## src/rtl/axi4_pkg.sv

```systemverilog
// AXI4 protocol constants shared by every AXI master and slave in the data path.
package axi4;

  typedef enum logic [1:0] {
    OKAY   = 2'b00,
    EXOKAY = 2'b01,
    SLVERR = 2'b10,
    DECERR = 2'b11
  } resp_t;

endpackage

```

## src/rtl/lsu_pkg.sv

```systemverilog
// Load/store request and response bundles shared between the core memory stage and axi_lsu.
package lsu_pkg;

  localparam int LSU_ADDR_W = 32;
  localparam int LSU_DATA_W = 32;
  localparam int LSU_STRB_W = LSU_DATA_W / 8;

  typedef struct packed {
    logic                  write;
    logic [LSU_ADDR_W-1:0] addr;
    logic [LSU_DATA_W-1:0] wdata;
    logic [LSU_STRB_W-1:0] wstrb;
  } lsu_req_t;

  typedef struct packed {
    logic [LSU_DATA_W-1:0] rdata;
    logic                  err;
  } lsu_rsp_t;

  function automatic logic word_aligned(input logic [LSU_ADDR_W-1:0] addr);
    return addr[1:0] == 2'b00;
  endfunction

endpackage

```

## src/rtl/axi_if.sv

```systemverilog
// AXI4-Lite bundle (AW/W/B/AR/R) with master and slave views.
interface axi #(
  parameter int ADDR_WIDTH = 32,
  parameter int DATA_WIDTH = 32
) (
  input logic aclk,
  input logic aresetn
);

  logic                    awvalid, awready;
  logic [ADDR_WIDTH-1:0]   awaddr;
  logic [2:0]              awprot;
  logic                    wvalid, wready;
  logic [DATA_WIDTH-1:0]   wdata;
  logic [DATA_WIDTH/8-1:0] wstrb;
  logic                    bvalid, bready;
  axi4::resp_t             bresp;
  logic                    arvalid, arready;
  logic [ADDR_WIDTH-1:0]   araddr;
  logic [2:0]              arprot;
  logic                    rvalid, rready;
  logic [DATA_WIDTH-1:0]   rdata;
  axi4::resp_t             rresp;

  modport master (
    input  aclk, aresetn,
    output awvalid, awaddr, awprot, input awready,
    output wvalid, wdata, wstrb,    input wready,
    input  bvalid, bresp,           output bready,
    output arvalid, araddr, arprot, input arready,
    input  rvalid, rdata, rresp,    output rready
  );

  modport slave (
    input  aclk, aresetn,
    input  awvalid, awaddr, awprot, output awready,
    input  wvalid, wdata, wstrb,    output wready,
    output bvalid, bresp,           input bready,
    input  arvalid, araddr, arprot, output arready,
    output rvalid, rdata, rresp,    input rready
  );

endinterface

```

## src/rtl/axi_lsu.sv

```systemverilog
// Single-outstanding AXI4-Lite master turning one core load/store into one AXI transaction.
// Optional: define AXI_LSU_ALIGN_CHECK_EN to reject non-word-aligned requests without bus traffic.
module axi_lsu
  import lsu_pkg::*;
#(
  parameter int ADDR_WIDTH = 32,
  parameter int DATA_WIDTH = 32
) (
  input  logic                    aclk,
  input  logic                    aresetn,
  input  logic                    req_valid,
  output logic                    req_ready,
  input  logic                    req_write,
  input  logic [ADDR_WIDTH-1:0]   req_addr,
  input  logic [DATA_WIDTH-1:0]   req_wdata,
  input  logic [DATA_WIDTH/8-1:0] req_wstrb,
  output logic                    rsp_valid,
  input  logic                    rsp_ready,
  output logic [DATA_WIDTH-1:0]   rsp_rdata,
  output logic                    rsp_err,
  axi.master                      data
);

  typedef enum logic [2:0] {IDLE, RADDR, RDATA, WRITE, WRESP, RESP} state_t;

  state_t   state;
  lsu_req_t req, req_q;
  lsu_rsp_t rsp_q;
  logic     awvalid_q, wvalid_q, arvalid_q, bready_q, rready_q;
  logic     aw_done, w_done;
  logic     aw_hs, w_hs, misaligned;

  assign req = '{write: req_write, addr: req_addr, wdata: req_wdata, wstrb: req_wstrb};

`ifdef AXI_LSU_ALIGN_CHECK_EN
  assign misaligned = !word_aligned(req.addr);
`else
  assign misaligned = 1'b0;
`endif

  assign aw_hs = awvalid_q && data.awready;
  assign w_hs  = wvalid_q && data.wready;

  assign data.awvalid = awvalid_q;
  assign data.awaddr  = req_q.addr;
  assign data.awprot  = 3'b000;
  assign data.wvalid  = wvalid_q;
  assign data.wdata   = req_q.wdata;
  assign data.wstrb   = req_q.wstrb;
  assign data.bready  = bready_q;
  assign data.arvalid = arvalid_q;
  assign data.araddr  = req_q.addr;
  assign data.arprot  = 3'b000;
  assign data.rready  = rready_q;

  assign rsp_rdata = rsp_q.rdata;
  assign rsp_err   = rsp_q.err;

  // NOTE: every register here is assigned with <= so all branches see pre-edge values
  // regardless of statement order; a later <= to the same register simply wins.
  always_ff @(posedge aclk or negedge aresetn) begin
    if (!aresetn) begin
      state     <= IDLE;
      req_ready <= 1'b0;
      req_q     <= '0;
      rsp_q     <= '0;
      rsp_valid <= 1'b0;
      awvalid_q <= 1'b0;
      wvalid_q  <= 1'b0;
      arvalid_q <= 1'b0;
      bready_q  <= 1'b0;
      rready_q  <= 1'b0;
      aw_done   <= 1'b0;
      w_done    <= 1'b0;
    end else begin
      case (state)
        IDLE: begin
          req_ready <= 1'b1;
          if (req_valid && req_ready) begin
            req_ready <= 1'b0;
            req_q     <= req;
            if (misaligned) begin
              rsp_q     <= '{rdata: '0, err: 1'b1};
              rsp_valid <= 1'b1;
              state     <= RESP;
            end else if (req.write) begin
              awvalid_q <= 1'b1;
              wvalid_q  <= 1'b1;
              aw_done   <= 1'b0;
              w_done    <= 1'b0;
              state     <= WRITE;
            end else begin
              arvalid_q <= 1'b1;
              state     <= RADDR;
            end
          end
        end
        RADDR: if (data.arready) begin
          arvalid_q <= 1'b0;
          rready_q  <= 1'b1;
          state     <= RDATA;
        end
        RDATA: if (data.rvalid) begin
          rready_q  <= 1'b0;
          rsp_q     <= '{rdata: (data.rresp == axi4::OKAY) ? data.rdata : '0,
                         err:   data.rresp != axi4::OKAY};
          rsp_valid <= 1'b1;
          state     <= RESP;
        end
        WRITE: begin
          // AW and W complete independently; leave once both have handshaken.
          if (aw_hs) begin
            awvalid_q <= 1'b0;
            aw_done   <= 1'b1;
          end
          if (w_hs) begin
            wvalid_q <= 1'b0;
            w_done   <= 1'b1;
          end
          if ((aw_done || aw_hs) && (w_done || w_hs)) begin
            bready_q <= 1'b1;
            state    <= WRESP;
          end
        end
        WRESP: if (data.bvalid) begin
          bready_q  <= 1'b0;
          rsp_q     <= '{rdata: '0, err: data.bresp != axi4::OKAY};
          rsp_valid <= 1'b1;
          state     <= RESP;
        end
        RESP: if (rsp_ready) begin
          rsp_valid <= 1'b0;
          req_ready <= 1'b1;
          state     <= IDLE;
        end
        default: state <= IDLE;
      endcase
    end
  end

endmodule

```

## src/flat_wrapper.sv

```systemverilog
// flat-port wrapper written by rule: the top's interface ports become plain ports
module axi_lsu_flat import lsu_pkg::*;
#(
  parameter int ADDR_WIDTH = 32,
  parameter int DATA_WIDTH = 32
)
  (aclk, aresetn, req_valid, req_ready, req_write, req_addr, req_wdata, req_wstrb, rsp_valid, rsp_ready, rsp_rdata, rsp_err, data_awvalid, data_awaddr, data_awprot, data_awready, data_wvalid, data_wdata, data_wstrb, data_wready, data_bvalid, data_bresp, data_bready, data_arvalid, data_araddr, data_arprot, data_arready, data_rvalid, data_rdata, data_rresp, data_rready);
  axi #(.ADDR_WIDTH(ADDR_WIDTH), .DATA_WIDTH(DATA_WIDTH)) data_i (.aclk(aclk), .aresetn(aresetn));
  input  logic aclk;
  input  logic aresetn;
  input  logic req_valid;
  output logic req_ready;
  input  logic req_write;
  input  logic [ADDR_WIDTH-1:0] req_addr;
  input  logic [DATA_WIDTH-1:0] req_wdata;
  input  logic [DATA_WIDTH/8-1:0] req_wstrb;
  output logic rsp_valid;
  input  logic rsp_ready;
  output logic [DATA_WIDTH-1:0] rsp_rdata;
  output logic rsp_err;
  output wire logic [$bits(data_i.awvalid)-1:0] data_awvalid;
  output wire logic [$bits(data_i.awaddr)-1:0] data_awaddr;
  output wire logic [$bits(data_i.awprot)-1:0] data_awprot;
  input wire logic [$bits(data_i.awready)-1:0] data_awready;
  output wire logic [$bits(data_i.wvalid)-1:0] data_wvalid;
  output wire logic [$bits(data_i.wdata)-1:0] data_wdata;
  output wire logic [$bits(data_i.wstrb)-1:0] data_wstrb;
  input wire logic [$bits(data_i.wready)-1:0] data_wready;
  input wire logic [$bits(data_i.bvalid)-1:0] data_bvalid;
  input wire logic [$bits(data_i.bresp)-1:0] data_bresp;
  output wire logic [$bits(data_i.bready)-1:0] data_bready;
  output wire logic [$bits(data_i.arvalid)-1:0] data_arvalid;
  output wire logic [$bits(data_i.araddr)-1:0] data_araddr;
  output wire logic [$bits(data_i.arprot)-1:0] data_arprot;
  input wire logic [$bits(data_i.arready)-1:0] data_arready;
  input wire logic [$bits(data_i.rvalid)-1:0] data_rvalid;
  input wire logic [$bits(data_i.rdata)-1:0] data_rdata;
  input wire logic [$bits(data_i.rresp)-1:0] data_rresp;
  output wire logic [$bits(data_i.rready)-1:0] data_rready;
  assign data_awvalid = data_i.awvalid;
  assign data_awaddr = data_i.awaddr;
  assign data_awprot = data_i.awprot;
  assign data_i.awready = data_awready;
  assign data_wvalid = data_i.wvalid;
  assign data_wdata = data_i.wdata;
  assign data_wstrb = data_i.wstrb;
  assign data_i.wready = data_wready;
  assign data_i.bvalid = data_bvalid;
  assign data_i.bresp = data_bresp;
  assign data_bready = data_i.bready;
  assign data_arvalid = data_i.arvalid;
  assign data_araddr = data_i.araddr;
  assign data_arprot = data_i.arprot;
  assign data_i.arready = data_arready;
  assign data_i.rvalid = data_rvalid;
  assign data_i.rdata = data_rdata;
  assign data_i.rresp = data_rresp;
  assign data_rready = data_i.rready;
  axi_lsu #(.ADDR_WIDTH(ADDR_WIDTH), .DATA_WIDTH(DATA_WIDTH)) u_core (.aclk(aclk), .aresetn(aresetn), .req_valid(req_valid), .req_ready(req_ready), .req_write(req_write), .req_addr(req_addr), .req_wdata(req_wdata), .req_wstrb(req_wstrb), .rsp_valid(rsp_valid), .rsp_ready(rsp_ready), .rsp_rdata(rsp_rdata), .rsp_err(rsp_err), .data(data_i));
endmodule
```

## config.mk

```make
export PLATFORM = sky130hd
export DESIGN_NAME = axi_lsu_flat
export DESIGN_NICKNAME = d
export VERILOG_FILES = /design/src/rtl/axi4_pkg.sv /design/src/rtl/lsu_pkg.sv /design/src/rtl/axi_if.sv /design/src/rtl/axi_lsu.sv /design/src/flat_wrapper.sv
export SDC_FILE = /design/constraint.sdc
export NUM_CORES = 1
export LEC_CHECK = 0
export ABC_AREA = 1
export BUFFER_PORTS_ARGS = -buffer_cell sky130_fd_sc_hd__clkbuf_2
export CORE_ASPECT_RATIO = 1.75
export CORE_MARGIN = 5
export CORE_UTILIZATION = 45
export DETAILED_ROUTE_END_ITERATION = 6
export GPL_ROUTABILITY_DRIVEN = 0
export GPL_TIMING_DRIVEN = 0
export HOLD_SLACK_MARGIN = 0.08
export PLACE_DENSITY = 0.8
export SYNTH_ARGS = -nofsm -noshare
export SYNTH_HDL_FRONTEND = slang
export SYNTH_SLANG_ARGS = --single-unit
```

## constraint.sdc

```tcl
create_clock -name aclk -period 1.6 [get_ports aclk]
set_input_delay 0.32 -clock aclk [delete_from_list [all_inputs] [get_ports aclk]]
set_output_delay 0.32 -clock aclk [all_outputs]
set_load 0.05 [all_outputs]
```

Word level (Yosys, flattened, before mapping)
Index checks and enable logic that the tools add are counted.
- reduce and logical (&&, ||, !) cells: 27
- equal/unequal tests: 15
- muxes and demuxes: 41
- operators with widths (kind ; count):
    33-bit 2-to-1 mux ; 2
    33-bit case mux with 2 select lines ; 1
    32-bit 2-to-1 mux ; 1
    1-bit 2-to-1 mux ; 20
    3-bit 2-to-1 mux ; 6
    3-bit case mux with 6 select lines ; 1
    1-bit case mux with 2 select lines ; 8
    4-bit AND reduction ; 4
    2-bit nonzero test ; 8
    2-bit inequality test, second input constant ; 6
    3-bit AND reduction ; 3
    2-bit by 1-bit inequality test with 1-bit output, second input constant ; 4
    3-bit by 2-bit == test with 1-bit output, second input constant ; 2
    3-bit == test, second input constant ; 2
    6-bit AND reduction ; 1
    1-bit logical AND ; 4
    2-bit AND reduction ; 2
    3-bit by 1-bit == test with 1-bit output, second input constant ; 1
    3-bit zero test ; 1
    1-bit case mux with 3 select lines ; 1
    3-bit nonzero test ; 1
    2-bit zero test ; 1
    1-bit logical OR ; 2
    2-bit 2-to-1 mux ; 1
- flip-flop bits (word level): 113

Logic depth before layout (Yosys ltp)
Gate-level depths: netlist (run 1).
- depth after elaboration: 5
- depth in mapped cells: 9

Least setup slack after synthesis (run 1)
OpenSTA, ideal clock, no wires.
- path type: register -> register
- start: reg u_core.req_ready
- end: reg u_core.req_q, in the netlist u_core.data.araddr[25]
- library setup time: 119 ps
- data required time: 1481 ps
- data arrival time: 1482 ps
- setup slack: -1 ps
- stages on the path, launching flop included: 8
- path through: dfrtp_1 nand2_1 nor2_4 inv_2 buf_6 buf_2 nand2_1 nand2_1
- cells in the longest elaborated chain, start to end: 2
- ends and longest elaborated chain (item ; RTL line ; text):
    from (decl) ; axi_lsu.sv:12 ; output logic req_ready,
    from (signal assigned) ; axi_lsu.sv:64 ; req_ready <= 1'b0;
    from (signal assigned) ; axi_lsu.sv:78 ; req_ready <= 1'b1;
    from (signal assigned) ; axi_lsu.sv:80 ; req_ready <= 1'b0;
    1-bit logical AND ; axi_lsu.sv:79 ; if (req_valid && req_ready) begin
    2-bit AND reduction (no source line) ; - ;
    to (signal assigned) ; axi_lsu.sv:81 ; req_q <= req;
    to (decl) ; axi_lsu.sv:27 ; lsu_req_t req, req_q;
No other way between the ends.
A chain may end at the register's enable or synchronous reset.

Final worst setup path (run 1)
- start: reg u_core.req_q, in the netlist u_core.data.araddr[27]
- end: out data_awaddr[27]
- RTL lines (item ; RTL line ; text):
    to (decl) ; flat_wrapper.sv:22 ; output wire logic [$bits(data_i.awaddr)-1:0] data_awaddr;
No word-level cell between the ends.

==> results.py, run 1 <==
metrics = {
    "worst_setup_path": {
        "crit_path_start_kind": "flop",
        "r2r_slack_ps": 110,
        "critPathCapture": "data_awaddr[27]",
        "reg2reg_depth": 8,
        "startpoint": "u_core.data.araddr[27]$_DFFE_PN0P_",
        "r2r_start": "u_core.state[0]$_DFFE_PN0P_",
        "path_max_fanout": 3,
        "cp-end-kind": "output port",
        "critical_path_class": "reg2out",
        "required_ps": 1280,
        "rr_endpoint": "u_core.rsp_rdata[24]$_DFFE_PN0P_",
        "cp.arrival_ps": 1180,
    },
    "yosys": {
        "ys_warn_count": 0,
        "synth-seq-area-share": 0.576,
        "synth.top_cell.area_share": 0.576,
        "ys_types": 25,
        "ys.flop_type": "dfrtp_1",
        "synth_common_cells": "nand2_1, dfrtp_1, buf_4",
        "synthTopCellsByArea": "dfrtp_1, nand2_1, buf_4",
        "ys_async_sr_fraction": 1.00,
        "synth-edff-count": 0,
        "synth_area_um2": 4910,
        "synth_area_per_cell_um2": 8.63,
        "ys_ff_latch": 113,
        "synth_cells": 569,
        "yosysMostFrequentCell": "nand2_1",
        "synth_top_area_cell": "dfrtp_1",
    },
    "place": {
        "place_area_um2": 6370,
        "portBuffers": 253,
        "place.detailed.hpwl_mm": 10.8,
        "dp_cells": 957,
    },
    "routing": {
        "drc": 0,
        "routed_via_density": 4.53,
        "vias": 4500,
        "drtPass1Iterations": 4,
        "wl_per_cell_um": 14.1,
        "ant_nets": 0,
        "wl_mm": 14.0,
        "drt_iter0_markers": 173,
    },
    "sta": {
        "min_period_ps": 1500,
        "fin_skew_ps": 10.7,
        "timing.fmax_ghz": 0.668,
        "fin_crit_sh": 0.935,
        "slew_viol_final": 0,
        "finalSetupViolCount": 0,
        "relSlewSlack": 0.392,
        "hold_violations": 0,
        "rsz0062_at_grt": "no",
        "tightestPinTransition_ps": 912,
    },
    "clock_tree": {
        "cts_hold_buffers": 0,
        "cts_buffers": 17,
        "cts_sinks": 113,
        "h-tree-depth": 4,
        "clk_latency_ps": 400,
        "clk_pin_slew_worst_paths_ps": 50,
        "cts_buffer_depth": 2,
        "cts_tree": "yes",
        "cts_root_buf": "clkbuf_16",
    },
    "finish": {
        "stdcell_area_um2": 7110,
        "fillers": 927,
        "nNetsFinal": 965,
        "drive_gt1_frac": 0.440,
        "stdcell_count": 994,
        "postLayoutCoreUtil": 0.665,
        "area_growth_pct": 44.8,
        "num_antenna_cells": 0,
    },
    "power_and_ir_drop": {
        "p_per_area_nw_per_um2": 2780,
        "p_leak_uw": 0.00417,
        "ir_drop_mv": 2.18,
    },
    "worst_hold_path": {
        "hold_path.class": "in2async",
    },
    "grt": {
        "grt_max_degree": 114,
        "grt_pass1_wl_mm": 21.7,
        "grt.total_usage": 0.215,
        "grt_antenna_before_repair": 2,
        "grt_pass1_vias": 4347,
        "grt_overflow_total": 0,
    },
    "floorplanning": {
        "die_x_um": 89.0,
        "core_um2": 10700,
        "ios": 260,
        "initial_utilization": 0.459,
        "dieHeight_um": 148,
        "fp.dieArea_um2": 13200,
        "num_rows": 50,
    },
    "outcome": {
        "outcome": "complete, no violations",
    },
    "job": {
        "cap_violations": 0,
    },
}
[worst max-delay path: stages (launching register included)]
cell and delay (ps):
dfrtp_1 400, buf_4 130, clkbuf_2 260
[how the worst min path moves through the flow]
stage	end
4_1_cts	u_core.data.araddr[13]$_DFFE_PN0P_
3_3_place_gp	u_core.data.wdata[20]$_DFFE_PN0P_
2_1_floorplan	u_core.aw_done$_DFFE_PN0P_
5_1_grt	u_core.data.araddr[12]$_DFFE_PN0P_
6_report	u_core.rsp_rdata[18]$_DFFE_PN0P_
3_5_place_dp	u_core.data.wstrb[2]$_DFFE_PN0P_
[logic make-up (layout without fill, tap and decap cells)]
kind of cell / after synthesis / count (layout) / share of synthesized area
buf+inv: 82 / 372 / 0.105
flops: 113 / 113 / 0.576
simple gates: 330 / 330 / 0.265
other cells: 1 / 6 / 0.000764
compound gates: 43 / 43 / 0.0525
[state kept, by name (all words and copies together) (netlist names)]
register,count
u_core.state,3
u_core.data.wdata,32
u_core.data.bready,1
u_core.req_ready,1
u_core.data.arvalid,1
u_core.data.wstrb,4
u_core.data.araddr,32
u_core.rsp_err,1
u_core.w_done,1
u_core.data.awvalid,1
u_core.data.wvalid,1
u_core.data.rready,1
u_core.rsp_rdata,32
u_core.aw_done,1
u_core.rsp_valid,1
[metrics by stage]
step / hold WS (ps) / power, uW / setup TNS [ps] / worst slack, ps
after detailed placement: 458 / 15500 / -810 / -58.7
after global routing: 107 / 20900 / 0 / 15.2
after global placement: 453 / 15300 / -164430 / -1690
after CTS: 83.4 / 19900 / 0 / 2.82
final: 19.4 / 19800 / 0 / 103
after floorplan: 24.4 / 12900 / 0 / 169
[cell type report]
cell class / count / area [um^2] / share of cell area
sequential: 113 / 2830 / 0.398
multi-input combinational: 379 / 1590 / 0.224
timing repair buffer: 258 / 1310 / 0.185
buffer: 63 / 470 / 0.0662
clock buffer: 23 / 468 / 0.0658
clock inverter: 9 / 203 / 0.0285
tap: 130 / 163 / 0.0229
inverter: 19 / 71.3 / 0.0100
[what timing repair did]
action,CTS,global route
resized for setup,4,9
pin swaps,2,3
endpoints found under the setup margin,21,76
buffers inserted,2,3
[metal layers]
| metal | global-route usage | share of wire | vias up |
|---|---|---|---|
| met5 | 0 | 0.0015 | - |
| met4 | 0.0902 | 0.027 | 4 |
| met3 | 0.0721 | 0.090 | 30 |
| met2 | 0.387 | 0.55 | 177 |
| met1 | 0.220 | 0.33 | 2021 |
| li1 | - | - | 2268 |
[power by group]
group	switching, uW	internal (uW)	total [uW]
clock	1240	3000	4240
combinational	8060	2620	10700
sequential	790	4070	4860
total	10100	9690	19800
[layout by cell type, fill, tap and decap left out, drive strengths merged, types with 2 or more instances in the layout]
cell type / count
a21oi: 3
buf: 64
bufinv: 6
clkbuf: 280
clkinvlp: 3
conb: 6
dfrtp: 113
inv: 19
nand2: 304
nand3: 11
nor2: 11
nor3: 2
o21ai: 38
Note: power is estimated with default switching activity, not from simulation.
==> run 2: changes to the inputs <==
- CORE_UTILIZATION: 45 -> 47
- CTS_BUF_LIST: default -> sky130_fd_sc_hd__clkbuf_8
- PLACE_DENSITY: 0.8 -> 0.83
==> run 2 against run 1 <==
Design area shrank 2.3%. Non-clock buffer count grew 13. Global-route usage grew 2.2 points. Sequential share of layout area grew 0.92 points. Clock-buffer cell count shrank 4. Die area shrank 3.9%. Clock skew grew 1.3 ps. Sequential power is essentially flat. Register-to-register slack lost 20 ps. Worst hold slack gained 87 ps. Critical path type unchanged. Largest power group unchanged.
==> results.py, run 2 (synthesis results as in run 1) <==
metrics = {
    "outcome": {
        "outcome": "complete, no violations",
    },
    "sta": {
        "relSlewSlack": 0.394,
        "hold_violations": 0,
        "fin_skew_ps": 12.0,
        "setup_ws_ps": 50.7,
        "fin_crit_sh": 0.968,
        "tightestPinTransition_ps": 910,
        "finalSetupViolCount": 0,
        "min_period_ps": 1550,
        "slew_viol_final": 0,
        "timing.fmax_ghz": 0.645,
    },
    "grt": {
        "grt_max_degree": 114,
        "grt_overflow_total": 0,
        "grt.total_usage": 0.236,
        "grt_pass1_vias": 4677,
        "grt_pass1_wl_mm": 23.2,
        "grt_antenna_before_repair": 0,
    },
    "worst_hold_path": {
        "holdCritStartpoint": "req_wdata[4]",
        "worst_hold_path.endpoint": "u_core.data.wdata[4]$_DFFE_PN0P_",
        "hold_depth": 3,
        "hold_path.class": "in2reg",
    },
    "routing": {
        "wl_per_cell_um": 15.0,
        "ant_nets": 0,
        "drc": 0,
        "vias": 4737,
        "drt_iter0_markers": 207,
        "drtPass1Iterations": 4,
        "wl_mm": 15.0,
        "routed_via_density": 4.72,
    },
    "floorplanning": {
        "num_rows": 49,
        "die_x_um": 87.3,
        "dieHeight_um": 145,
        "ios": 260,
        "fp.dieArea_um2": 12700,
        "initial_utilization": 0.479,
        "core_um2": 10200,
    },
    "clock_tree": {
        "cts_root_buf": "clkbuf_8",
        "cts_buffer_depth": 2,
        "clk_pin_slew_worst_paths_ps": 70,
        "cts_buffers": 17,
        "clk_latency_ps": 420,
        "cts_tree": "yes",
        "h-tree-depth": 4,
        "cts_sinks": 113,
    },
    "finish": {
        "postLayoutCoreUtil": 0.679,
        "most-common-layout-cells": "nand2_1, clkbuf_2, dfrtp_1",
        "nNetsFinal": 978,
        "area_growth_pct": 41.6,
        "num_antenna_cells": 0,
        "fillers": 835,
        "drive_gt1_frac": 0.433,
        "final_common_cell": "nand2_1",
    },
    "worst_setup_path": {
        "critical_path_class": "reg2out",
        "crit_path_start_kind": "flop",
        "cp-end-kind": "output port",
        "path_max_fanout": 3,
        "required_ps": 1280,
        "r2r_start": "u_core.state[1]$_DFFE_PN0P_",
        "reg2reg_depth": 8,
        "rr_endpoint": "u_core.data.wdata[10]$_DFFE_PN0P_",
        "r2r_slack_ps": 90,
        "cp.arrival_ps": 1230,
    },
    "power_and_ir_drop": {
        "total_power_uw": 18200,
        "p_per_area_nw_per_um2": 2620,
        "p_leak_uw": 0.00411,
        "ir_drop_mv": 2.11,
    },
    "place": {
        "pre_cts_ws_ps": -40.9,
        "portBuffers": 253,
        "place.detailed.hpwl_mm": 11.1,
    },
    "job": {
        "cap_violations": 0,
    },
}
## run 2: final cells by class
| type | count | area [um^2] | share of cell area |
|---|---|---|---|
| Clock buffer | 19 | 262 | 0.0376 |
| Sequential cell | 113 | 2830 | 0.407 |
| Inverter | 19 | 71.3 | 0.0103 |
| Buffer | 63 | 469 | 0.0675 |
| Tap cell | 127 | 159 | 0.0229 |
| Multi-Input combinational cell | 379 | 1590 | 0.229 |
| Timing Repair Buffer | 271 | 1450 | 0.208 |
| Clock inverter | 13 | 121 | 0.0175 |
## run 2: timing repair
item	in CTS	in global routing
resized for setup	6	7
setup buffers	2	2
pin swaps	3	3
endpoints found under the hold margin	109	2
setup endpoints to repair	21	74
hold buffers	12	2
## run 2: through the flow
stage               hold slack (ps)  area [um^2]  TNS [ps]  instances
detailed placement              458         6360      -632        954
floorplan                      24.4         4930         0        574
global placement                453         6350   -163040        954
CTS                            80.8         6900         0       1000
finish                          106         6950         0       1004
global route                   82.5         6950     -2.65       1004
## run 2: power breakdown
group	internal, uW	leakage, uW	switching (uW)
Sequential	4060	0.00144	820
Clock	1440	0.000197	1150
Combinational	2630	0.00247	8130
## run 2: routing by layer
metal | track usage | share of wire
met1 | 0.241 | 0.34
met2 | 0.424 | 0.54
met3 | 0.0601 | 0.073
met4 | 0.127 | 0.043
met5 | 0 | 0
## run 2: worst max path at each step
stage,slack [ps],to,startpoint,cells after the start
after floorplan,170,u_core.data.araddr[25]$_DFFE_PN0P_,u_core.req_ready$_DFFE_PN0P_,7
after global placement,-1670,u_core.req_ready$_DFFE_PN0P_,aresetn,1
after detailed placement,-40,u_core.data.wdata[9]$_DFFE_PN0P_,u_core.state[2]$_DFFE_PN0P_,9
after CTS,20,u_core.data.wdata[9]$_DFFE_PN0P_,u_core.state[2]$_DFFE_PN0P_,9
after global routing,-3,u_core.data.wdata[5]$_DFFE_PN0P_,u_core.state[2]$_DFFE_PN0P_,9
final,50,data_awaddr[27],u_core.data.araddr[27]$_DFFE_PN0P_,2
## run 2: critical path: stages (launching register included)
cell	delay (ps)
dfrtp_1	400
buf_4	130
clkbuf_2	280
